$ cat src/rtl/regfile_wr_arbiter_if.sv
// Requester-side bundle for the register-file write arbiter.
// Packed per-requester valid/addr/data plus the one-hot ready.
interface regfile_wr_arbiter_if #(
  parameter int NREQ  = 4,
  parameter int WIDTH = 64
);
  logic [NREQ-1:0]       req;
  logic [NREQ*5-1:0]     req_addr;
  logic [NREQ*WIDTH-1:0] req_data;
  logic [NREQ-1:0]       ready;

  modport master (
    output req,
    output req_addr,
    output req_data,
    input  ready
  );

  modport slave (
    input  req,
    input  req_addr,
    input  req_data,
    output ready
  );
endinterface

$ cat src/rtl/regfile_wr_arbiter.sv
// Round-robin arbiter for the single register-file write port.
// Winner is registered; X31 writes are accepted but never enabled.
module regfile_wr_arbiter #(
  parameter int NREQ  = 4,
  parameter int WIDTH = 64
) (
  input  logic                    clk,
  input  logic                    reset,
  input  logic                    stall,
  regfile_wr_arbiter_if.slave     rq,
  output logic                    we,
  output logic [4:0]              wa,
  output logic [WIDTH-1:0]        wd,
  output logic [$clog2(NREQ)-1:0] gnt_id
);

  localparam int PW = $clog2(NREQ);

  typedef enum logic {
    IDLE,
    WRITE
  } state_t;

  state_t          state_q;
  state_t          state_d;
  logic [PW-1:0]   ptr_q;
  logic [PW-1:0]   ptr_d;
  logic [PW-1:0]   g;
  logic [PW:0]     idx;
  logic            hit;
  logic            xfer;
  logic            xzr_q;
  logic [NREQ-1:0] gnt_oh;
  logic [4:0]      sel_addr;
  logic [WIDTH-1:0] sel_data;

  // Scan from ptr upward (mod NREQ) for the first active request.
  always_comb begin
    hit = 1'b0;
    g   = '0;
    idx = '0;
    for (int k = 0; k < NREQ; k++) begin
      idx = {1'b0, ptr_q} + (PW+1)'(k);
      if (idx >= (PW+1)'(NREQ))
        idx = idx - (PW+1)'(NREQ);
      if (!hit && rq.req[idx[PW-1:0]]) begin
        hit = 1'b1;
        g   = idx[PW-1:0];
      end
    end
  end

  // Grant, winner payload mux, next pointer and next state.
  always_comb begin
    gnt_oh   = '0;
    sel_addr = '0;
    sel_data = '0;
    if (hit && !stall && reset)
      gnt_oh[g] = 1'b1;
    for (int i = 0; i < NREQ; i++) begin
      if (g == PW'(i)) begin
        sel_addr = rq.req_addr[5*i +: 5];
        sel_data = rq.req_data[WIDTH*i +: WIDTH];
      end
    end
    xfer    = |(rq.req & gnt_oh);
    ptr_d   = (g == PW'(NREQ-1)) ? '0 : g + 1'b1;
    state_d = xfer ? WRITE : IDLE;
  end

  assign rq.ready = gnt_oh;

  // WRITE only after a transfer; X31 captures still block the enable.
  assign we = (state_q == WRITE) && !xzr_q;

  // State register and captured write port.
  always_ff @(posedge clk) begin
    if (!reset) begin
      state_q <= IDLE;
      xzr_q   <= 1'b0;
      ptr_q   <= '0;
      wa      <= '0;
      wd      <= '0;
      gnt_id  <= '0;
    end else begin
      state_q <= state_d;
      if (xfer) begin
        xzr_q  <= (sel_addr == 5'd31);
        ptr_q  <= ptr_d;
        wa     <= sel_addr;
        wd     <= sel_data;
        gnt_id <= g;
      end
    end
  end

endmodule
$ cat src/flat_wrapper.sv
// flat-port wrapper written by rule: the top's interface ports become plain ports
module regfile_wr_arbiter_flat 
#(
  parameter int NREQ  = 4,
  parameter int WIDTH = 64
)
  (clk, reset, stall, we, wa, wd, gnt_id, rq_req, rq_req_addr, rq_req_data, rq_ready);
  regfile_wr_arbiter_if #(.NREQ(NREQ), .WIDTH(WIDTH)) rq_i ();
  input  logic clk;
  input  logic reset;
  input  logic stall;
  output logic we;
  output logic [4:0] wa;
  output logic [WIDTH-1:0] wd;
  output logic [$clog2(NREQ)-1:0] gnt_id;
  input wire logic [$bits(rq_i.req)-1:0] rq_req;
  input wire logic [$bits(rq_i.req_addr)-1:0] rq_req_addr;
  input wire logic [$bits(rq_i.req_data)-1:0] rq_req_data;
  output wire logic [$bits(rq_i.ready)-1:0] rq_ready;
  assign rq_i.req = rq_req;
  assign rq_i.req_addr = rq_req_addr;
  assign rq_i.req_data = rq_req_data;
  assign rq_ready = rq_i.ready;
  regfile_wr_arbiter #(.NREQ(NREQ), .WIDTH(WIDTH)) u_core (.clk(clk), .reset(reset), .stall(stall), .rq(rq_i), .we(we), .wa(wa), .wd(wd), .gnt_id(gnt_id));
endmodule
$ cat config.mk
export PLATFORM = sky130hd
export DESIGN_NAME = regfile_wr_arbiter_flat
export DESIGN_NICKNAME = d
export VERILOG_FILES = /design/src/rtl/regfile_wr_arbiter_if.sv /design/src/rtl/regfile_wr_arbiter.sv /design/src/flat_wrapper.sv
export SDC_FILE = /design/constraint.sdc
export NUM_CORES = 1
export LEC_CHECK = 0
export CAP_MARGIN = 20
export CORE_AREA = 5 5 136 138
export CTS_BUF_LIST = sky130_fd_sc_hd__clkbuf_16
export CTS_CLUSTER_SIZE = 24
export DETAILED_ROUTE_END_ITERATION = 6
export DIE_AREA = 0 0 141 143
export HOLD_SLACK_MARGIN = 0.08
export PLACE_DENSITY = 0.67
export SLEW_MARGIN = 30
export SYNTH_ARGS = -nofsm -noshare
export SYNTH_HDL_FRONTEND = slang
export SYNTH_SLANG_ARGS = --single-unit
$ cat constraint.sdc
create_clock -name clk -period 5.56 [get_ports clk]
set_clock_uncertainty 0.15 [all_clocks]
set_input_delay 1.668 -clock clk [delete_from_list [all_inputs] [get_ports clk]]
set_output_delay 1.668 -clock clk [all_outputs]
set_load 0.05 [all_outputs]
### Yosys cells after proc, flatten, opt, wreduce, memory -nomap -nowiden

Cells that the tools add are included.

* $add $sub $neg: 8
* $lt $le $gt $ge: 10
* eq/ne operators: 4
* multiplexer cells: 33
* bitwise logic cells: 1
* reductions and logical operators: 14

Operators by type and width (number)
* $mux 64: 4
* $mux 5: 4
* $mux 2: 9
* $lt 2x3->1 const B: 5
* $mux 1: 10
* $ge 3x3->1 const B: 3
* $bmux 1 s2: 4
* $sub 2x1->2 const B: 4
* $logic_and 1x1->1: 7
* $add 2x2->3 const B: 2
* $eq 5x5->1 const B: 1
* $logic_not 1->1: 5
* $and 4x4->4: 1
* $eq 2x2->1 const B: 2
* $mux 4: 1
* $reduce_or 4->1: 1
* $add 2x1->3 const B: 1
* $ge 2x3->1 const B: 1
* $add 2x1->2 const B: 1
* $demux 1 s2: 1
* $eq 2x1->1 const B: 1
* $ge 2x1->1 const B: 1
* $logic_not 2->1: 1

* bits in registers: 75
* bits of input ports: 283
* output and inout bits: 76
* logic and storage cells: 76

### Longest topological paths before layout

* depth after elaboration: 22
* mapped depth: 14
* gate-level depth less buffers: 11

### Worst setup path after synthesis

Ideal clock, no wire load.

* kind: input -> output
* start: in rq_req[2]
* end: out rq_ready[2]
* arrival time: 3.481 ns
* data required time: 3.742 ns
* setup slack: 0.261 ns
* cell stages on the path: 9
* buffers on the path: 3
* path through: mux2i_1 nor2_1 a311oi_1 inv_1 ha_1 clkbuf_1 clkbuf_1 buf_1 and2_1

* longest elaborated chain between the ends: 17
* elaborated cells on any way between the ends: 30
* classes of those cells: order compare: 2; mux: 19; reduce/logical: 9

RTL lines
* start, declared: RTL line flat_wrapper.sv:16 `input wire logic [$bits(rq_i.req)-1:0] rq_req;`
* $bmux 1 s2: RTL line regfile_wr_arbiter.sv:46 `if (!hit && rq.req[idx[PW-1:0]]) begin`
* $mux 1 (not written as such): RTL line regfile_wr_arbiter.sv:46
* $mux 1: RTL line regfile_wr_arbiter.sv:46
* $logic_not 1->1: RTL line regfile_wr_arbiter.sv:46
* $logic_and 1x1->1: RTL line regfile_wr_arbiter.sv:46
* $mux 1: RTL line regfile_wr_arbiter.sv:46
* $logic_not 1->1: RTL line regfile_wr_arbiter.sv:46
* $logic_and 1x1->1: RTL line regfile_wr_arbiter.sv:46
* (+2 left out)
* $logic_and 1x1->1: RTL line regfile_wr_arbiter.sv:46
* $mux 2 (*): RTL line regfile_wr_arbiter.sv:46
* net u_core.g[0]: RTL line regfile_wr_arbiter.sv:28 `logic [PW-1:0] g;`
* $lt 2x3->1 (not written as such) or $ge 2x1->1 (tied branches): RTL line regfile_wr_arbiter.sv:59 `gnt_oh[g] = 1'b1;`
* $logic_and 1x1->1 (not written as such): RTL line regfile_wr_arbiter.sv:59
* $mux 1 (not written as such): RTL line regfile_wr_arbiter.sv:59
* $demux 1 s2 (*)
* $mux 4 (*): RTL line regfile_wr_arbiter.sv:58 `if (hit && !stall && reset)`
* end, declared: RTL line flat_wrapper.sv:19 `output wire logic [$bits(rq_i.ready)-1:0] rq_ready;`

Mark *: on every way through the listed nets, which the timed path passes. The rest lies on a longest branch. The select of a mux whose other input is x is not followed.

### Final worst setup path

* start: in rq_req[0]
* end: out rq_ready[0]

The elaborated chain is that of the path after synthesis.

==> impl_metrics.tcl <==
set metrics [dict create \
    run_status "completed" \
    clk_pin_slew_worst_paths_ns 0.05 \
    grt_max_degree 75 \
    synth_edf_count 0 \
    drc 0 \
    clk_latency_ns 0.34 \
    crit_family "buffers and inverters" \
    cts_resized 0 \
    met3WireLength_um 1600 \
    rsz0062_at_grt "false" \
    finalCriticalPeriod_ns 5.36 \
    dp_hpwl_um 15900 \
    port-buffer-count 358 \
    clockRootBuffer "clkbuf_16" \
    rr_startpoint "u_core.ptr_q[1]$_SDFFE_PN0P_" \
    peakVddDrop_mv 0.152 \
    top_layer_used "met4" \
    max_freq_ghz 0.187 \
    syn-num-nets 892 \
    cts.sinks 75 \
    die-width_um 141 \
    die_area_um2 20200 \
    gp_congestion 0.825 \
    crit_fanout 6 \
    cts_buffers 9 \
    fp.dieH_um 143 \
    core-area_um2 17100 \
    overflow 0 \
    cp_slowest_stage_delay_ns 0.51 \
    max_slew_margin 0.453 \
    cp_slowest_cell "clkdlybuf4s50_1" \
    hold_path.class "flop to flop" \
    drive_above_1_share 0.0390 \
    synth_warnings 0 \
    critPathLaunch "rq_req[0]" \
    synth_seq_cells 75 \
    placed_area_um2 8200 \
    viasPerCell 4.95 \
    p_per_area_nw_per_um2 227 \
    num_io_pins 359 \
    drt-initial-drc-count 191 \
    wl_met2_um 10400 \
    ys_seq_area_frac 0.336 \
    start_kind "input port" \
    wl_met1_um 8360 \
    synthFlopType "dfxtp_1" \
    fin_nets 1206 \
    grt_usage 0.195 \
    crit_chain "clkdlybuf4s50_1 -> mux2i_1 -> nor2_1 -> a311oi_1 -> inv_1 -> ha_1 -> and2_1 -> buf_4" \
    yosysUniqueCellTypes 32 \
    setup_viol 0 \
    start_util 0.262 \
    grt_pass1_wl_um 30800 \
    leakagePower_nw 2.96 \
    grt_pass1_vias 5491 \
    hold_viol 0 \
    diodes 0 \
    cp-end-kind "output pin" \
    h-tree-depth 3 \
    post_drt_wl_per_cell_um 18.1 \
    min_period_over_period 0.964 \
    timing.critical_path.buf_inv 3 \
    finalSetupTns_ns 0 \
    maxSlewViolCount 0 \
    cap_violations 0 \
    layout.cells.non_filler 1148 \
    cts_tree "done" \
    antenna_found_initial 0 \
    tightestPinTransition_ns 0.821 \
    fillers 1656 \
    post_cts_buffers 0 \
    syn_avg_cell_area_um2 7.39 \
    antenna_left 0 \
    dp_cells 1133 \
    cts_buffer_depth 2 \
    synth_cells 605 \
    crit_required_ns 3.74 \
    area_growth_syn_to_layout_pct 89.5 \
    rows 48 \
    drt-total-wl_um 20800 \
    vias 5680 \
    cts_hold_buf 0 \
    first_pass_iters 4 \
    cp.arrival_ns 3.54 \
    hp-start "u_core.wa[1]$_SDFFE_PN0P_" \
    critical_path_class "input port to output pin" \
    final_area_um2 8470 \
    async_reset_ff_frac 0 \
    syn_area_um2 4470 \
]
-- worst min-delay path: stages (launching register included) --
cell	delay [ns]
dfxtp_1	0.30
nand2_1	0.05
a21boi_1	0.05
-- metrics by stage --
stage / power, mW / hold slack (ns) / utilization / setup slack [ns]
5_1_grt: 2.04 / 0.335 / 0.497 / 0.112
2_1_floorplan: 1.02 / 0.295 / - / 0.261
6_report: 1.92 / 0.302 / 0.497 / 0.200
3_3_place_gp: 1.38 / 0.293 / 0.481 / 0.281
3_5_place_dp: 1.39 / 0.298 / 0.481 / 0.228
4_1_cts: 1.95 / 0.305 / 0.497 / 0.218
-- flip-flops by register name, summed over array words and instances, names as in the netlist --
register        cells
u_core.xzr_q        1
u_core.wd          64
u_core.ptr_q        2
u_core.gnt_id       2
u_core.wa           5
u_core.state_q      1
-- worst paths after layout --
| check | endpoint | slack [ns] | depth (start not counted) |
|---|---|---|---|
| worst max register to register | u_core.wd[43]$_SDFFE_PN0P_ | 2.13 | 13 |
| worst min register to register | u_core.wa[1]$_SDFFE_PN0P_ | 0.30 | 2 |
| worst max-delay path | rq_ready[0] | 0.20 | 8 |
| worst min-delay path | u_core.wa[1]$_SDFFE_PN0P_ | 0.30 | 2 |
-- cells by family (layout without fill, tap and decap cells) --
logic type	count (synthesis)	after routing	share of synthesized area
AO/OA/AOI/OAI	354	354	0.479
adder cells (fa/ha/maj)	4	4	0.0112
buffers and inverters	74	392	0.0797
flip-flops	75	75	0.336
multiplexers	1	1	0.00224
AND/OR/NAND/NOR	97	97	0.0918
-- cell type report --
class / instances / area [um2] / share of cell area
repair buffers: 371 / 3750 / 0.443
multi-input cells: 456 / 2640 / 0.311
flip-flops and latches: 75 / 1500 / 0.177
inverters: 6 / 26.3 / 0.00310
clock buffers: 9 / 225 / 0.0266
well taps: 225 / 282 / 0.0332
clock inverters: 6 / 50.0 / 0.00591
-- synth_stat cells, drive strengths merged (2+ instances only) --
library cell	count	share of area
o21ai	131	0.15
ha	4	0.011
clkbuf	33	0.028
inv	6	0.0050
and2	4	0.0056
nand2	82	0.071
nor2	2	0.0017
dfxtp	75	0.34
nor2b	2	0.0028
nand2b	2	0.0028
o211ai	63	0.11
a21oi	74	0.083
o22ai	5	0.0070
buf	35	0.047
a21boi	8	0.013
a22oi	70	0.12
-- routing by layer --
layer,track usage,vias to the layer above
met5,0,-
met4,0.0535,0
met3,0.0683,21
met2,0.344,216
met1,0.224,2549
li1,-,2894
-- cells in the final DEF, fill, tap and decap left out, types with 2 or more instances in the layout --
master	synthesis	final
clkdlybuf4s50_1	0	353
o21ai_0	88	88
nand2_1	81	81
dfxtp_1	75	75
a21oi_1	74	74
a22oi_1	70	70
o211ai_1	63	63
o21ai_1	43	43
buf_4	3	10
clkbuf_16	0	9
buf_12	0	7
inv_1	4	6
o22ai_1	5	5
and2_1	4	4
a21boi_0	4	4
a21boi_1	4	4
nor2_1	2	2
nand2b_1	2	2
clkinv_2	0	2
ha_1	4	2
clkinv_1	0	2
-- where the power goes --
group	internal [mW]	total (mW)	switching [mW]	leakage [nW]
sequential	0.575	0.593	0.0178	0.611
combinational	0.371	0.780	0.410	2.20
clock	0.337	0.551	0.214	0.143
total	1.28	1.92	0.642	2.96
Note: power is estimated with default switching activity, not from simulation.
